**config.mk**
```make
export PLATFORM = sky130hd
export DESIGN_NAME = mudi_iter
export DESIGN_NICKNAME = d
export VERILOG_FILES = /design/src/rtl/mudi_iter.sv
export SDC_FILE = /design/constraint.sdc
export NUM_CORES = 2
export LEC_CHECK = 0
export CAP_MARGIN = 0
export CORE_MARGIN = 2
export CORE_UTILIZATION = 40
export CTS_BUF_LIST = sky130_fd_sc_hd__clkbuf_8
export CTS_CLUSTER_SIZE = 20
export DETAILED_ROUTE_END_ITERATION = 8
export PLACE_DENSITY_LB_ADDON = 0.15
export SLEW_MARGIN = 20
export SYNTH_ARGS = -nofsm -noshare
export SYNTH_HDL_FRONTEND = slang
export SYNTH_SLANG_ARGS = --single-unit
```
**constraint.sdc**
```tcl
create_clock -name Clk -period 8.04 [get_ports Clk]
set_input_delay 1.608 -clock Clk [delete_from_list [all_inputs] [get_ports Clk]]
set_output_delay 1.608 -clock Clk [all_outputs]
set_load 0.05 [all_outputs]
```
**src/rtl/mudi_iter.sv**
```systemverilog
// HI/LO multiply/divide unit: multiply with MUL_LAT-cycle commit and an iterative restoring divider.
// Define MUDI_MACC_EN to build the madd/maddu/msub/msubu accumulate ops.
module mudi_iter #(
  parameter int WIDTH   = 32,
  parameter int MUL_LAT = 5
) (
  input  logic             Clk,
  input  logic             Reset,
  input  logic [WIDTH-1:0] A,
  input  logic [WIDTH-1:0] B,
  input  logic [3:0]       MuDiOp,
  input  logic             start,
  input  logic             We,
  input  logic [WIDTH-1:0] Din,
  input  logic             exp_in,
  output logic             buzy,
  output logic [WIDTH-1:0] Dout
);

  // state  | meaning
  // S_IDLE | accepting start / mthi / mtlo
  // S_MUL  | product held, counting down to the HI/LO commit
  // S_DIV  | one restoring quotient bit per cycle
  // S_FIX  | sign correction and HI/LO commit
  typedef enum logic [1:0] {S_IDLE, S_MUL, S_DIV, S_FIX} state_t;

  localparam int CMAX = (MUL_LAT > WIDTH) ? MUL_LAT : WIDTH;
  localparam int CW   = $clog2(CMAX + 1);

  state_t             state_q, state_d;
  logic [CW-1:0]      cnt_q, cnt_d;
  logic [WIDTH-1:0]   hi_q, hi_d, lo_q, lo_d, shi_q, shi_d, slo_q, slo_d;
  logic [2*WIDTH-1:0] prod_q, prod_d;
  logic [WIDTH-1:0]   rem_q, rem_d, quo_q, quo_d, dvs_q, dvs_d;
  logic               negq_q, negq_d, negr_q, negr_d;
  logic               mt_prev_q, mt_prev_d, acc_prev_q, acc_prev_d;
`ifdef MUDI_MACC_EN
  logic               mac_q, mac_d, msub_q, msub_d;
`endif

  logic               op_mul, op_div, op_sgn, fin;
  logic [2*WIDTH-1:0] a_ext, b_ext, prod_c, mul_res;
  logic [WIDTH-1:0]   a_mag, b_mag, q_fin, r_fin, rem_try;
  logic [WIDTH:0]     rem_sh;
  logic               rem_ge;

  always_comb begin
    op_sgn = (MuDiOp == 4'd0) || (MuDiOp == 4'd2) || (MuDiOp == 4'd8) || (MuDiOp == 4'd10);
    op_div = (MuDiOp == 4'd2) || (MuDiOp == 4'd3);
`ifdef MUDI_MACC_EN
    op_mul = (MuDiOp <= 4'd1) || ((MuDiOp >= 4'd8) && (MuDiOp <= 4'd11));
`else
    op_mul = (MuDiOp <= 4'd1);
`endif
  end

  // sign-extending to 2*WIDTH makes one unsigned multiply serve both signednesses
  assign a_ext  = {{WIDTH{op_sgn & A[WIDTH-1]}}, A};
  assign b_ext  = {{WIDTH{op_sgn & B[WIDTH-1]}}, B};
  assign prod_c = a_ext * b_ext;

  assign a_mag   = (op_sgn && A[WIDTH-1]) ? -A : A;
  assign b_mag   = (op_sgn && B[WIDTH-1]) ? -B : B;
  assign rem_sh  = {rem_q, quo_q[WIDTH-1]};
  assign rem_ge  = rem_sh >= {1'b0, dvs_q};
  assign rem_try = rem_sh[WIDTH-1:0] - dvs_q;
  assign q_fin   = negq_q ? -quo_q : quo_q;
  assign r_fin   = negr_q ? -rem_q : rem_q;
  assign fin     = ((state_q == S_MUL) && (cnt_q == CW'(1))) || (state_q == S_FIX);

`ifdef MUDI_MACC_EN
  always_comb begin
    if (msub_q)     mul_res = {hi_q, lo_q} - prod_q;
    else if (mac_q) mul_res = {hi_q, lo_q} + prod_q;
    else            mul_res = prod_q;
  end
`else
  assign mul_res = prod_q;
`endif

  always_comb begin
    state_d    = state_q;
    cnt_d      = cnt_q;
    hi_d       = hi_q;
    lo_d       = lo_q;
    shi_d      = shi_q;
    slo_d      = slo_q;
    prod_d     = prod_q;
    rem_d      = rem_q;
    quo_d      = quo_q;
    dvs_d      = dvs_q;
    negq_d     = negq_q;
    negr_d     = negr_q;
    mt_prev_d  = 1'b0;
    acc_prev_d = 1'b0;
`ifdef MUDI_MACC_EN
    mac_d      = mac_q;
    msub_d     = msub_q;
`endif
    if (exp_in && mt_prev_q) begin
      hi_d = shi_q;
      lo_d = slo_q;
    end else if (exp_in && acc_prev_q) begin
      state_d = S_IDLE;
    end else begin
      unique case (state_q)
        S_MUL: begin
          if (cnt_q == CW'(1)) begin
            {hi_d, lo_d} = mul_res;
            state_d      = S_IDLE;
          end else begin
            cnt_d = cnt_q - CW'(1);
          end
        end
        S_DIV: begin
          rem_d = rem_ge ? rem_try : rem_sh[WIDTH-1:0];
          quo_d = {quo_q[WIDTH-2:0], rem_ge};
          cnt_d = cnt_q - CW'(1);
          if (cnt_q == CW'(1)) state_d = S_FIX;
        end
        S_FIX: begin
          lo_d    = q_fin;
          hi_d    = r_fin;
          state_d = S_IDLE;
        end
        default: ;
      endcase
      // a new start may launch on the same edge the previous op commits
      if (!exp_in && ((state_q == S_IDLE) || fin)) begin
        if (start && op_mul) begin
          prod_d     = prod_c;
          cnt_d      = CW'(MUL_LAT);
          state_d    = S_MUL;
          acc_prev_d = 1'b1;
`ifdef MUDI_MACC_EN
          mac_d      = (MuDiOp >= 4'd8);
          msub_d     = (MuDiOp >= 4'd10);
`endif
        end else if (start && op_div && (B != '0)) begin
          rem_d      = '0;
          quo_d      = a_mag;
          dvs_d      = b_mag;
          negq_d     = op_sgn & (A[WIDTH-1] ^ B[WIDTH-1]);
          negr_d     = op_sgn & A[WIDTH-1];
          cnt_d      = CW'(WIDTH);
          state_d    = S_DIV;
          acc_prev_d = 1'b1;
        end else if ((state_q == S_IDLE) && We && !start &&
                     ((MuDiOp == 4'd6) || (MuDiOp == 4'd7))) begin
          shi_d     = hi_q;
          slo_d     = lo_q;
          mt_prev_d = 1'b1;
          if (MuDiOp == 4'd6) hi_d = Din;
          else                lo_d = Din;
        end
      end
    end
  end

  always_ff @(posedge Clk or negedge Reset) begin
    if (!Reset) begin
      state_q    <= S_IDLE;
      cnt_q      <= '0;
      hi_q       <= '0;
      lo_q       <= '0;
      shi_q      <= '0;
      slo_q      <= '0;
      prod_q     <= '0;
      rem_q      <= '0;
      quo_q      <= '0;
      dvs_q      <= '0;
      negq_q     <= 1'b0;
      negr_q     <= 1'b0;
      mt_prev_q  <= 1'b0;
      acc_prev_q <= 1'b0;
`ifdef MUDI_MACC_EN
      mac_q      <= 1'b0;
      msub_q     <= 1'b0;
`endif
    end else begin
      state_q    <= state_d;
      cnt_q      <= cnt_d;
      hi_q       <= hi_d;
      lo_q       <= lo_d;
      shi_q      <= shi_d;
      slo_q      <= slo_d;
      prod_q     <= prod_d;
      rem_q      <= rem_d;
      quo_q      <= quo_d;
      dvs_q      <= dvs_d;
      negq_q     <= negq_d;
      negr_q     <= negr_d;
      mt_prev_q  <= mt_prev_d;
      acc_prev_q <= acc_prev_d;
`ifdef MUDI_MACC_EN
      mac_q      <= mac_d;
      msub_q     <= msub_d;
`endif
    end
  end

  assign buzy = (state_q != S_IDLE);

  always_comb begin
    Dout = '0;
    if (MuDiOp == 4'd4)      Dout = hi_q;
    else if (MuDiOp == 4'd5) Dout = lo_q;
  end

endmodule

```
==> flow_metrics.env <==
export IMPL_slew_headroom_pct=30.3
export IMPL_area_growth_synth_to_final_pct=20.3
export IMPL_violations="setup timing"
export IMPL_yosysWarningCount=0
export IMPL_timing_rr_end="rem_q[28]"
export IMPL_drive_gt1_share_pct=16.1
export IMPL_wl_um=204000
export IMPL_synth_area_per_cell_um2=8.66
export IMPL_cp_arrival_ns=9.07
export IMPL_place_gp_congestion=0.935
export IMPL_holdPathStages=2
export IMPL_hp_class="reg -> reg"
export IMPL_crit_top_cell="fa_1"
export IMPL_syn_area_mm2=0.0565
export IMPL_nets=8457
export IMPL_fp_coreArea_mm2=0.140
export IMPL_worst_setup_path_type="in -> reg"
export IMPL_remaining_drc_errors=0
export IMPL_r2r_start="state_q[1]"
export IMPL_ys_ff_latch=300
export IMPL_ctsLongestPathBuffers=3
export IMPL_worstSetupEndpointType="register"
export IMPL_status="finished, violations left"
export IMPL_vias=47400
export IMPL_setup_violations=27
export IMPL_clk_pin_slew_ns=0.06
export IMPL_register_area_mm2=0.00751
export IMPL_cpPeakStageDelay_ns=0.60
export IMPL_die_y_um=380
export IMPL_fin_ws_ns=-0.568
export IMPL_grt_pass1_wl_um=315000
export IMPL_ant_nets=0
export IMPL_slew_viol_final=0
export IMPL_dp_hpwl_um=159000
export IMPL_setup_worst_path_start_class="input pin"
export IMPL_synth_main_ff_cell="dfrtp_1"
export IMPL_maxCapViolations=0
export IMPL_grt_pass1_vias=49700
export IMPL_cts_num_sinks=300
export IMPL_synth_edf_count=0
export IMPL_async_flop_share_pct=100
export IMPL_core_rowCount=137
export IMPL_clkLatencyLatePin_ns=0.64
export IMPL_yosysSeqAreaShare_pct=13.3
export IMPL_cp_max_fo=5
export IMPL_synth_nets=8014
export IMPL_cts_tree="done"
export IMPL_gr_total_overflow=0
export IMPL_initial_utilization_pct=40.4
export IMPL_pin_count=138
export IMPL_grt_start_max_net_pins=147
export IMPL_htree_levels=2
export IMPL_hold_end="shi_q[29]"
export IMPL_firstDrtPassIters=7
export IMPL_fin_crit_ns=8.61
export IMPL_ff2ff_setup_slack_ns=3.31
export IMPL_antenna_found_initial=18
export IMPL_nFillCells=13400
export IMPL_final_common_cell="inv_1"
export IMPL_port_buffers=137
export IMPL_syn_inst=6526
export IMPL_clock_root_buffer="clkbuf_8"
export IMPL_max_freq_mhz=116
export IMPL_whs_ns=0.477
export IMPL_yosysUniqueCellTypes=89
export IMPL_worst_pin_slew_ns=1.05
export IMPL_die_w_um=380
export IMPL_finClkSkew_ns=0.0359
export IMPL_wl_per_cell_um=23.0
export IMPL_final_cell_mix="inv_1 (1,220), nand2_1 (1,214), fa_1 (1,085)"
export IMPL_critPathSlowestCell="fa_1"
export IMPL_rr_worst_depth=12
export IMPL_cts_buffers_inserted=51
export IMPL_required_ns=8.50
export IMPL_track_usage_pct=28.6
export IMPL_multi_input_area_mm2=0.0441
export IMPL_dieArea_mm2=0.144
export IMPL_min_from="shi_q[29]"
export IMPL_first_iter_violations=3864
export IMPL_via_per_inst=5.34
export IMPL_min_period_over_period_pct=107
export IMPL_final_hold_violation_count=0
export IMPL_rsz0062_at_grt="yes"
worst max-delay path by stage:
stage / slack (ns) / cells after the start / from / end
CTS: -0.43 / 32 / MuDiOp[2] / mul_res[61]
floorplan: -1.09 / 31 / MuDiOp[0] / mul_res[61]
global placement: -1.58 / 30 / A[28] / mul_res[56]
detailed placement: -1.70 / 30 / A[28] / mul_res[56]
finish: -0.57 / 32 / MuDiOp[2] / mul_res[62]
global route: -0.75 / 31 / MuDiOp[2] / mul_res[57]
area by class of cell:
class | count | share of cell area, %
clock inverter | 26 | 0.252
antenna | 5 | 0.0184
clock buffer | 67 | 1.36
sequential | 300 | 11.0
timing repair buffer | 821 | 12.1
tap | 1876 | 3.45
multi-input combinational | 4542 | 64.9
inverter | 1253 | 6.94
sequential cells by signal, indices dropped and copies added (netlist names):
signal,cells
mul_res,64
dvs_q,32
hi_q,32
lo_q,32
quo_q,32
rem_q,32
shi_q,32
slo_q,32
cnt_q,6
state_q,2
acc_prev_q,1
mt_prev_q,1
negq_q,1
negr_q,1
logic make-up (layout without fill, tap and decap cells):
group                    count (synthesis)  in the layout  synth area share, %
XOR/XNOR                               202            202                 3.13
adder cells (fa/ha/maj)               1383           1383                 45.6
AND/OR/NAND/NOR                       2002           2002                 15.8
multiplexers                             5              5               0.0952
other                                    0              5                    0
flip-flops                             300            300                 13.3
AO/OA/AOI/OAI                          950            950                 10.9
buffers and inverters                 1684           2167                 11.3
critical path, delay by kind of cell:
kind	cells	cell delay (ns)
XOR/XNOR	1	0.15
buffers and inverters	12	1.35
adder cells (fa/ha/maj)	9	4.44
AND/OR/NAND/NOR	5	0.77
AO/OA/AOI/OAI	5	0.74
routing by layer:
layer  up-vias  GRT usage (%)  wire length, µm
li1      21000              -                -
met1     24400           40.9            90600
met2      1773           45.0            91700
met3       285           4.89            15600
met4        22           7.01             6120
met5         -              0              143
per-stage QoR:
step | worst slack (ns) | util (%) | std cells | area [µm²] | TNS [ns]
final | -0.568 | 48.6 | 8890 | 68000 | -7.98
after global routing | -0.748 | 48.6 | 8889 | 68000 | -14.31
after CTS | -0.428 | 48.0 | 8865 | 67100 | -5.31
after detailed placement | -1.70 | 45.7 | 8702 | 63900 | -53.50
after global placement | -1.58 | 45.7 | 8702 | 63900 | -51.15
after floorplan | -1.09 | - | 6526 | 57000 | -14.66
cells in the mapped netlist (46+ instances only):
cell type	instances	area, µm²
xor2_1	62	543
fa_1	1126	22500
a21oi_1	231	1160
a21o_1	48	360
clkbuf_1	372	1400
and2_1	290	1810
nand2_1	1234	4630
o21ai_0	239	1200
dfrtp_1	300	7510
inv_1	1253	4700
ha_1	257	3220
nor3_1	46	230
nor2_1	232	871
xnor2_1	140	1230
o22ai_1	95	594
timing repair:
item	CTS	global route
hold buffers	0	0
setup endpoints to repair	42	40
buffers inserted	54	27
resized for setup	363	187
pin swaps	172	92
cloned	22	0
Power is left out: the tool's default activity adds up to more than one toggle a clock period on the data nets, which glitch-free logic cannot reach.
